$ cat config.mk
export PLATFORM = sky130hd
export DESIGN_NAME = gesture_event_dispatch_flat
export DESIGN_NICKNAME = d
export VERILOG_FILES = /design/src/rtl/gesture_event_dispatch_pkg.sv /design/src/rtl/gesture_event_dispatch_if.sv /design/src/rtl/gesture_event_dispatch_fifo.sv /design/src/rtl/gesture_event_dispatch.sv /design/src/flat_wrapper.sv
export SDC_FILE = /design/constraint.sdc
export NUM_CORES = 1
export LEC_CHECK = 0
export BUFFER_PORTS_ARGS = -buffer_cell sky130_fd_sc_hd__buf_2
export CELL_PAD_IN_SITES_DETAIL_PLACEMENT = 1
export CELL_PAD_IN_SITES_GLOBAL_PLACEMENT = 1
export CORE_ASPECT_RATIO = 1.4
export CORE_MARGIN = 10
export CORE_UTILIZATION = 30
export CTS_CLUSTER_SIZE = 8
export DETAILED_ROUTE_END_ITERATION = 8
export PLACE_DENSITY = 0.61
export SYNTH_ARGS = -nofsm -noshare
export SYNTH_HDL_FRONTEND = slang
export SYNTH_SLANG_ARGS = --single-unit
$ cat constraint.sdc
create_clock -name sys_clk -period 2.4 [get_ports sys_clk]
set_input_delay 0.36 -clock sys_clk [delete_from_list [all_inputs] [get_ports sys_clk]]
set_output_delay 0.36 -clock sys_clk [all_outputs]
set_load 0.01 [all_outputs]
$ cat src/rtl/gesture_event_dispatch_pkg.sv
// Shared types and helpers for the gesture event front end.
package gesture_pkg;

  typedef enum logic [1:0] {
    MODE_PULSE = 2'b00,
    MODE_HOLD  = 2'b01,
    MODE_LATCH = 2'b10,
    MODE_RSVD  = 2'b11
  } mode_e;

  localparam int unsigned N_CH_DEFAULT = 4;

  // Ceiling log2; clog2(1) = 0.
  function automatic int unsigned clog2(input int unsigned v);
    int unsigned r;
    r = 0;
    for (int unsigned i = 0; i < 32; i++) begin
      if ((64'd1 << i) < 64'(v)) r = i + 1;
    end
    return r;
  endfunction

  // Index of the set bit of a one-hot vector (zero-extended to 16 bits).
  function automatic int unsigned onehot_to_idx(input logic [15:0] v);
    int unsigned r;
    r = 0;
    for (int unsigned i = 0; i < 16; i++) begin
      if (v[i]) r = r | i;
    end
    return r;
  endfunction

endpackage

$ cat src/rtl/gesture_event_dispatch_if.sv
// Event read port: valid/ready handshake carrying a channel code.
interface gesture_event_dispatch_if #(
  parameter int unsigned CW = 2
);
  logic          evt_valid;
  logic [CW-1:0] evt_code;
  logic          evt_ready;

  modport master (output evt_valid, output evt_code, input evt_ready);
  modport slave  (input evt_valid, input evt_code, output evt_ready);
endinterface

$ cat src/rtl/gesture_event_dispatch_fifo.sv
// Small synchronous FIFO with wrap-bit pointers; push into a full FIFO succeeds only alongside a pop.
module gest_evt_fifo
  import gesture_pkg::*;
#(
  parameter int unsigned CW         = 2,
  parameter int unsigned FIFO_DEPTH = 4
) (
  input  logic          clk,
  input  logic          rst_n,
  input  logic          push,
  input  logic [CW-1:0] din,
  input  logic          pop,
  output logic [CW-1:0] dout,
  output logic          empty,
  output logic          full
);

  localparam int unsigned AW = clog2(FIFO_DEPTH);
  localparam logic [AW:0] PTR_ONE = (AW+1)'(1);

  logic [AW:0]   wr_ptr;
  logic [AW:0]   rd_ptr;
  logic [CW-1:0] mem [FIFO_DEPTH];
  logic          do_push;
  logic          do_pop;

  always_comb begin
    empty   = (wr_ptr == rd_ptr);
    full    = (wr_ptr[AW] != rd_ptr[AW]) && (wr_ptr[AW-1:0] == rd_ptr[AW-1:0]);
    do_pop  = pop && !empty;
    do_push = push && (!full || do_pop);
    dout    = mem[rd_ptr[AW-1:0]];
  end

  always_ff @(posedge clk or negedge rst_n) begin
    if (!rst_n) begin
      wr_ptr <= '0;
      rd_ptr <= '0;
      for (int unsigned i = 0; i < FIFO_DEPTH; i++) mem[i] <= '0;
    end else begin
      if (do_push) begin
        mem[wr_ptr[AW-1:0]] <= din;
        wr_ptr              <= wr_ptr + PTR_ONE;
      end
      if (do_pop) rd_ptr <= rd_ptr + PTR_ONE;
    end
  end

endmodule

$ cat src/rtl/gesture_event_dispatch.sv
// Gesture event front end: one-hot edge accept with lockout, PULSE/HOLD/LATCH flags,
// and a queued channel-code read port.
module gesture_event_dispatch
  import gesture_pkg::*;
#(
  parameter int unsigned N_CH       = N_CH_DEFAULT,
  parameter int unsigned HOLD_CYC   = 50000000,
  parameter int unsigned LOCK_CYC   = 25000000,
  parameter int unsigned FIFO_DEPTH = 4
) (
  input  logic                      sys_clk,
  input  logic                      sys_rst_n,
  input  logic [N_CH-1:0]           gest_data,
  input  logic [1:0]                mode,
  output logic [N_CH-1:0]           flag,
  gesture_event_dispatch_if.master  evt,
  output logic                      multi_err,
  output logic                      overflow,
  input  logic                      ovf_clr
);

  localparam int unsigned CW = (clog2(N_CH) > 1) ? clog2(N_CH) : 1;
  localparam int unsigned HW = (clog2(HOLD_CYC + 1) > 1) ? clog2(HOLD_CYC + 1) : 1;
  localparam int unsigned LW = (clog2(LOCK_CYC + 1) > 1) ? clog2(LOCK_CYC + 1) : 1;
  localparam logic [HW-1:0] HOLD_LOAD = HW'(HOLD_CYC - 1);
  localparam logic [LW-1:0] LOCK_LOAD = LW'(LOCK_CYC);

  logic [N_CH-1:0] data_d;
  logic [N_CH-1:0] pedge;
  logic [15:0]     pedge16;
  logic [CW-1:0]   idx;
  mode_e           mode_d;
  logic [HW-1:0]   hold_cnt;
  logic [LW-1:0]   lock_cnt;
  logic            multi;
  logic            accept;
  logic            mode_chg;
  logic            fifo_full;
  logic            fifo_empty;
  logic            fifo_pop;
  logic            drop;
  logic [CW-1:0]   fifo_dout;

  always_comb begin
    pedge              = gest_data & ~data_d;
    pedge16            = '0;
    pedge16[N_CH-1:0]  = pedge;
    idx                = CW'(onehot_to_idx(pedge16));
    multi              = (pedge & (pedge - N_CH'(1))) != '0;
    accept             = (pedge != '0) && !multi && (lock_cnt == '0);
    mode_chg           = (mode != mode_d);
    fifo_pop           = !fifo_empty && evt.evt_ready;
    drop               = accept && fifo_full && !fifo_pop;
  end

  always_ff @(posedge sys_clk or negedge sys_rst_n) begin
    if (!sys_rst_n) begin
      data_d    <= '0;
      mode_d    <= MODE_PULSE;
      flag      <= '0;
      hold_cnt  <= '0;
      lock_cnt  <= '0;
      multi_err <= 1'b0;
      overflow  <= 1'b0;
    end else begin
      data_d    <= gest_data;
      mode_d    <= mode_e'(mode);
      multi_err <= multi;

      if (accept)                lock_cnt <= LOCK_LOAD;
      else if (lock_cnt != '0)   lock_cnt <= lock_cnt - LW'(1);

      if (drop)         overflow <= 1'b1;
      else if (ovf_clr) overflow <= 1'b0;

      // An accept overrides a same-cycle mode change and is applied under the new mode.
      if (accept) begin
        flag     <= N_CH'(1) << idx;
        hold_cnt <= (mode == MODE_HOLD) ? HOLD_LOAD : '0;
      end else if (mode_chg) begin
        flag     <= '0;
        hold_cnt <= '0;
      end else begin
        case (mode)
          MODE_HOLD: begin
            if (hold_cnt == '0) flag <= '0;
            else                hold_cnt <= hold_cnt - HW'(1);
          end
          MODE_LATCH: flag <= flag;
          default:    flag <= '0;
        endcase
      end
    end
  end

  gest_evt_fifo #(
    .CW         (CW),
    .FIFO_DEPTH (FIFO_DEPTH)
  ) u_fifo (
    .clk   (sys_clk),
    .rst_n (sys_rst_n),
    .push  (accept),
    .din   (idx),
    .pop   (fifo_pop),
    .dout  (fifo_dout),
    .empty (fifo_empty),
    .full  (fifo_full)
  );

  assign evt.evt_valid = !fifo_empty;
  assign evt.evt_code  = fifo_dout;

endmodule

$ cat src/flat_wrapper.sv
// flat-port wrapper written by rule: the top's interface ports become plain ports
module gesture_event_dispatch_flat import gesture_pkg::*;
#(
  parameter int unsigned N_CH       = N_CH_DEFAULT,
  parameter int unsigned HOLD_CYC   = 50000000,
  parameter int unsigned LOCK_CYC   = 25000000,
  parameter int unsigned FIFO_DEPTH = 4
)
  (sys_clk, sys_rst_n, gest_data, mode, flag, multi_err, overflow, ovf_clr, evt_evt_valid, evt_evt_code, evt_evt_ready);
  gesture_event_dispatch_if evt_i ();
  input  logic sys_clk;
  input  logic sys_rst_n;
  input  logic [N_CH-1:0] gest_data;
  input  logic [1:0] mode;
  output logic [N_CH-1:0] flag;
  output logic multi_err;
  output logic overflow;
  input  logic ovf_clr;
  output wire logic [$bits(evt_i.evt_valid)-1:0] evt_evt_valid;
  output wire logic [$bits(evt_i.evt_code)-1:0] evt_evt_code;
  input wire logic [$bits(evt_i.evt_ready)-1:0] evt_evt_ready;
  assign evt_evt_valid = evt_i.evt_valid;
  assign evt_evt_code = evt_i.evt_code;
  assign evt_i.evt_ready = evt_evt_ready;
  gesture_event_dispatch #(.N_CH(N_CH), .HOLD_CYC(HOLD_CYC), .LOCK_CYC(LOCK_CYC), .FIFO_DEPTH(FIFO_DEPTH)) u_core (.sys_clk(sys_clk), .sys_rst_n(sys_rst_n), .gest_data(gest_data), .mode(mode), .flag(flag), .evt(evt_i), .multi_err(multi_err), .overflow(overflow), .ovf_clr(ovf_clr));
endmodule
==> results.toml <==
[global_route]
antenna_found_initial = 1
met1_usage = 0.131
met2_usage = 0.230
track_usage = 0.121
grt_pass1_vias = 3617
busiest_layer = "met2"
grt_pass1_wl_um = 18400
use_met3 = 0.0202
grt_overflow_total = 0
grt_max_degree = 47

[sta]
hold_violations = 0
period_share = 0.984
max_slew_margin = 0.416
finClkSkew_ps = 9.65
drv_slew = 0
finalWorstSetupSlack_ps = 38.7
holdWs_ps = 152
fmax_mhz = 423
finalSetupViolations = 0
worst_pin_slew_ps = 872
rsz0062_at_grt = "yes"
fin_crit_ps = 2360
tns_ps = 0

[synth]
yosysTopAreaCell = "dfrtp_1"
synth_area_um2 = 4010
postSynth.asyncResetShare = 1.00
avgSynthCellArea_um2 = 10.2
ys_top_cells_by_area = "dfrtp_1 (48%), a21oi_1 (4.4%), xnor2_1 (3.9%)"
synth_top_area_frac = 0.480
synth.ff_latch_count = 77
synth_nets = 413
ys.flop_type = "dfrtp_1"
synth_enable_flop_cells = 0
yosysSeqAreaShare = 0.480
syn_inst = 395
synth_warnings = 0
synth.distinct_cells = 57

[worst_hold_path]
hold_depth = 1
whs_endpoint = "u_core.data_d[3]"
worstHoldStart = "gest_data[3]"
hp-class = "in2reg"

[layout]
fill_cells = 1490
area.growth.synth_to_final_pct = 32.7
nNetsFinal = 497
drive_above_1_share = 0.311
final_common_cell = "dfrtp_1"
layout_common_cells = "dfrtp_1 (75), buf_4 (55), nand2_1 (33), nor2_1 (33), a21oi_1 (29)"

[floorplanning]
die_area_um2 = 18500
die_w_um = 118
pin_count = 19
die_h_um = 157
start_util = 0.309
rows = 49
coreArea_um2 = 13000

[setup_path]
crit_buf_inv = 1
reg2reg_depth = 8
crit_chain = "or4_4 -> or3_4 -> nor4_4 -> buf_4 -> nand3b_1 -> nor3_2 -> xnor2_1 -> o21ai_1"
slowest_stage = "or4_4"
critPathKind = "reg2reg"
crit_path_end_kind = "flip-flop"
arrival_ps = 2580
crit_path_max_incr_delay_ps = 550
timing.rr.end = "u_core.hold_cnt[22]"
start_kind = "flip-flop"
timing.rr.start = "u_core.hold_cnt[20]"
rrSetupSlack_ps = 40
required_ps = 2610
critPathTopFamily = "simple AND/OR/NAND/NOR gates"
crit_fanout = 5

[clock_network]
tritoncts = "yes"
worstSkewPairLatency_ps = 340
numCtsBuffers = 9
clk_pin_slew_ps = 60
cts_buffer_depth = 2
cts-htree-levels = 3
clkSinkCount = 77
clock-root-buffer = "clkbuf_16"

[route]
drt_iter0_drc = 100
drtPass1Iterations = 5
vias_per_cell = 5.16
drc = 0
wl_um = 11700
dr_total_vias = 3413
post_drt_wl_per_cell_um = 17.6
ant_nets = 0

[power_and_ir_drop]
pwr_density_cell_nw_per_um2 = 748
power_mw = 3.98
ir_drop_v = 0.000340
leakagePower_nw = 2.43

[placement]
gp_congestion = 0.789
port_buffers = 18
dp_hpwl_um = 8000
pre_cts_ws_ps = -48.1

[status]
status = "finished clean"

[run]
drv_cap = 0
-- sequential cells by signal (all words and copies together) (netlist names) --
name and flops:
u_core.mode_d 2, u_core.flag 4, u_core.overflow 1, u_core.data_d 4, u_core.hold_cnt 26, u_core.u_fifo.mem 8, u_core.u_fifo.rd_ptr 3, u_core.u_fifo.wr_ptr 3
u_core.multi_err 1, u_core.lock_cnt 25
-- worst max path at each step --
stage                     depth (start not counted)           startpoint  slack [ps]                  end
after floorplan                                   9  u_core.hold_cnt[18]          20  u_core.hold_cnt[17]
after CTS                                         7  u_core.hold_cnt[20]           8   u_core.hold_cnt[4]
final                                             8  u_core.hold_cnt[20]          40  u_core.hold_cnt[22]
after global routing                              8  u_core.hold_cnt[20]         -80  u_core.hold_cnt[24]
after detailed placement                         10   u_core.hold_cnt[0]         -50   u_core.hold_cnt[4]
after global placement                            9   u_core.lock_cnt[0]         -20  u_core.lock_cnt[16]
-- final cells by class --
class,instances,area [um2],area share
multi-input cells,300,2220,0.417
flip-flops and latches,77,1930,0.362
repair buffers,80,601,0.113
clock buffers,12,267,0.0500
well taps,178,223,0.0418
clock inverters,3,43.8,0.00822
inverters,11,41.3,0.00775
diodes,1,2.50,0.000470
-- synth_stat cells (2+ instances only) --
cell and instances:
and3_1 2, inv_1 11, dfrtp_1 77, nor4_1 12, a211oi_1 4, nand3b_1 5
nor2_1 34, or2_2 4, nor4b_1 2, nand3_1 11, nand4_1 3, nor3_1 18
ha_1 8, nand2b_1 7, buf_2 3, nor2b_1 4, mux2_1 8, or4_1 3
a31oi_1 4, o31ai_1 8, a21oi_1 35, buf_4 4, a311oi_1 8, mux2i_1 3
mux4_2 2, and2_1 2, buf_6 2, or3_1 7, nand2_1 34, o21a_1 2
o211ai_1 3, xnor2_1 18, and4_1 3, xor2_1 8, nor4_2 2, o21ai_0 12
a21o_1 2
-- layer usage --
metal  vias up  share of wire
li1       1620              -
met1      1725           0.40
met2        53           0.55
met3        15          0.021
met4         0          0.022
met5         -              0
-- power breakdown --
part / total [mW] / internal [mW] / switching, mW
registers: 1.50 / 1.38 / 0.116
clock network: 1.42 / 0.885 / 0.532
logic: 1.07 / 0.494 / 0.574
-- per-stage QoR --
stage	std cells	util	cell area, um2
4_1_cts	650	0.388	5050
2_1_floorplan	395	-	4040
3_3_place_gp	633	0.361	4690
3_5_place_dp	633	0.361	4690
5_1_grt	662	0.410	5330
6_report	662	0.410	5330
-- cells by family after synthesis --
logic type,after synthesis,share of synthesized area
AO/OA/AOI/OAI,87,0.141
XOR/XNOR,26,0.0568
adder cells (fa/ha/maj),8,0.0249
buffers and inverters,20,0.0271
flip-flops,77,0.480
multiplexers,14,0.0440
AND/OR/NAND/NOR,163,0.226
-- repair_timing --
item,in CTS,in global routing
gates cloned,0,4
hold endpoints to repair,4,0
hold buffers,1,0
buffers inserted,1,7
pin swaps,1,17
endpoints found under the setup margin,28,41
gates resized for setup,4,41
Power figures use the tool's default switching activity.
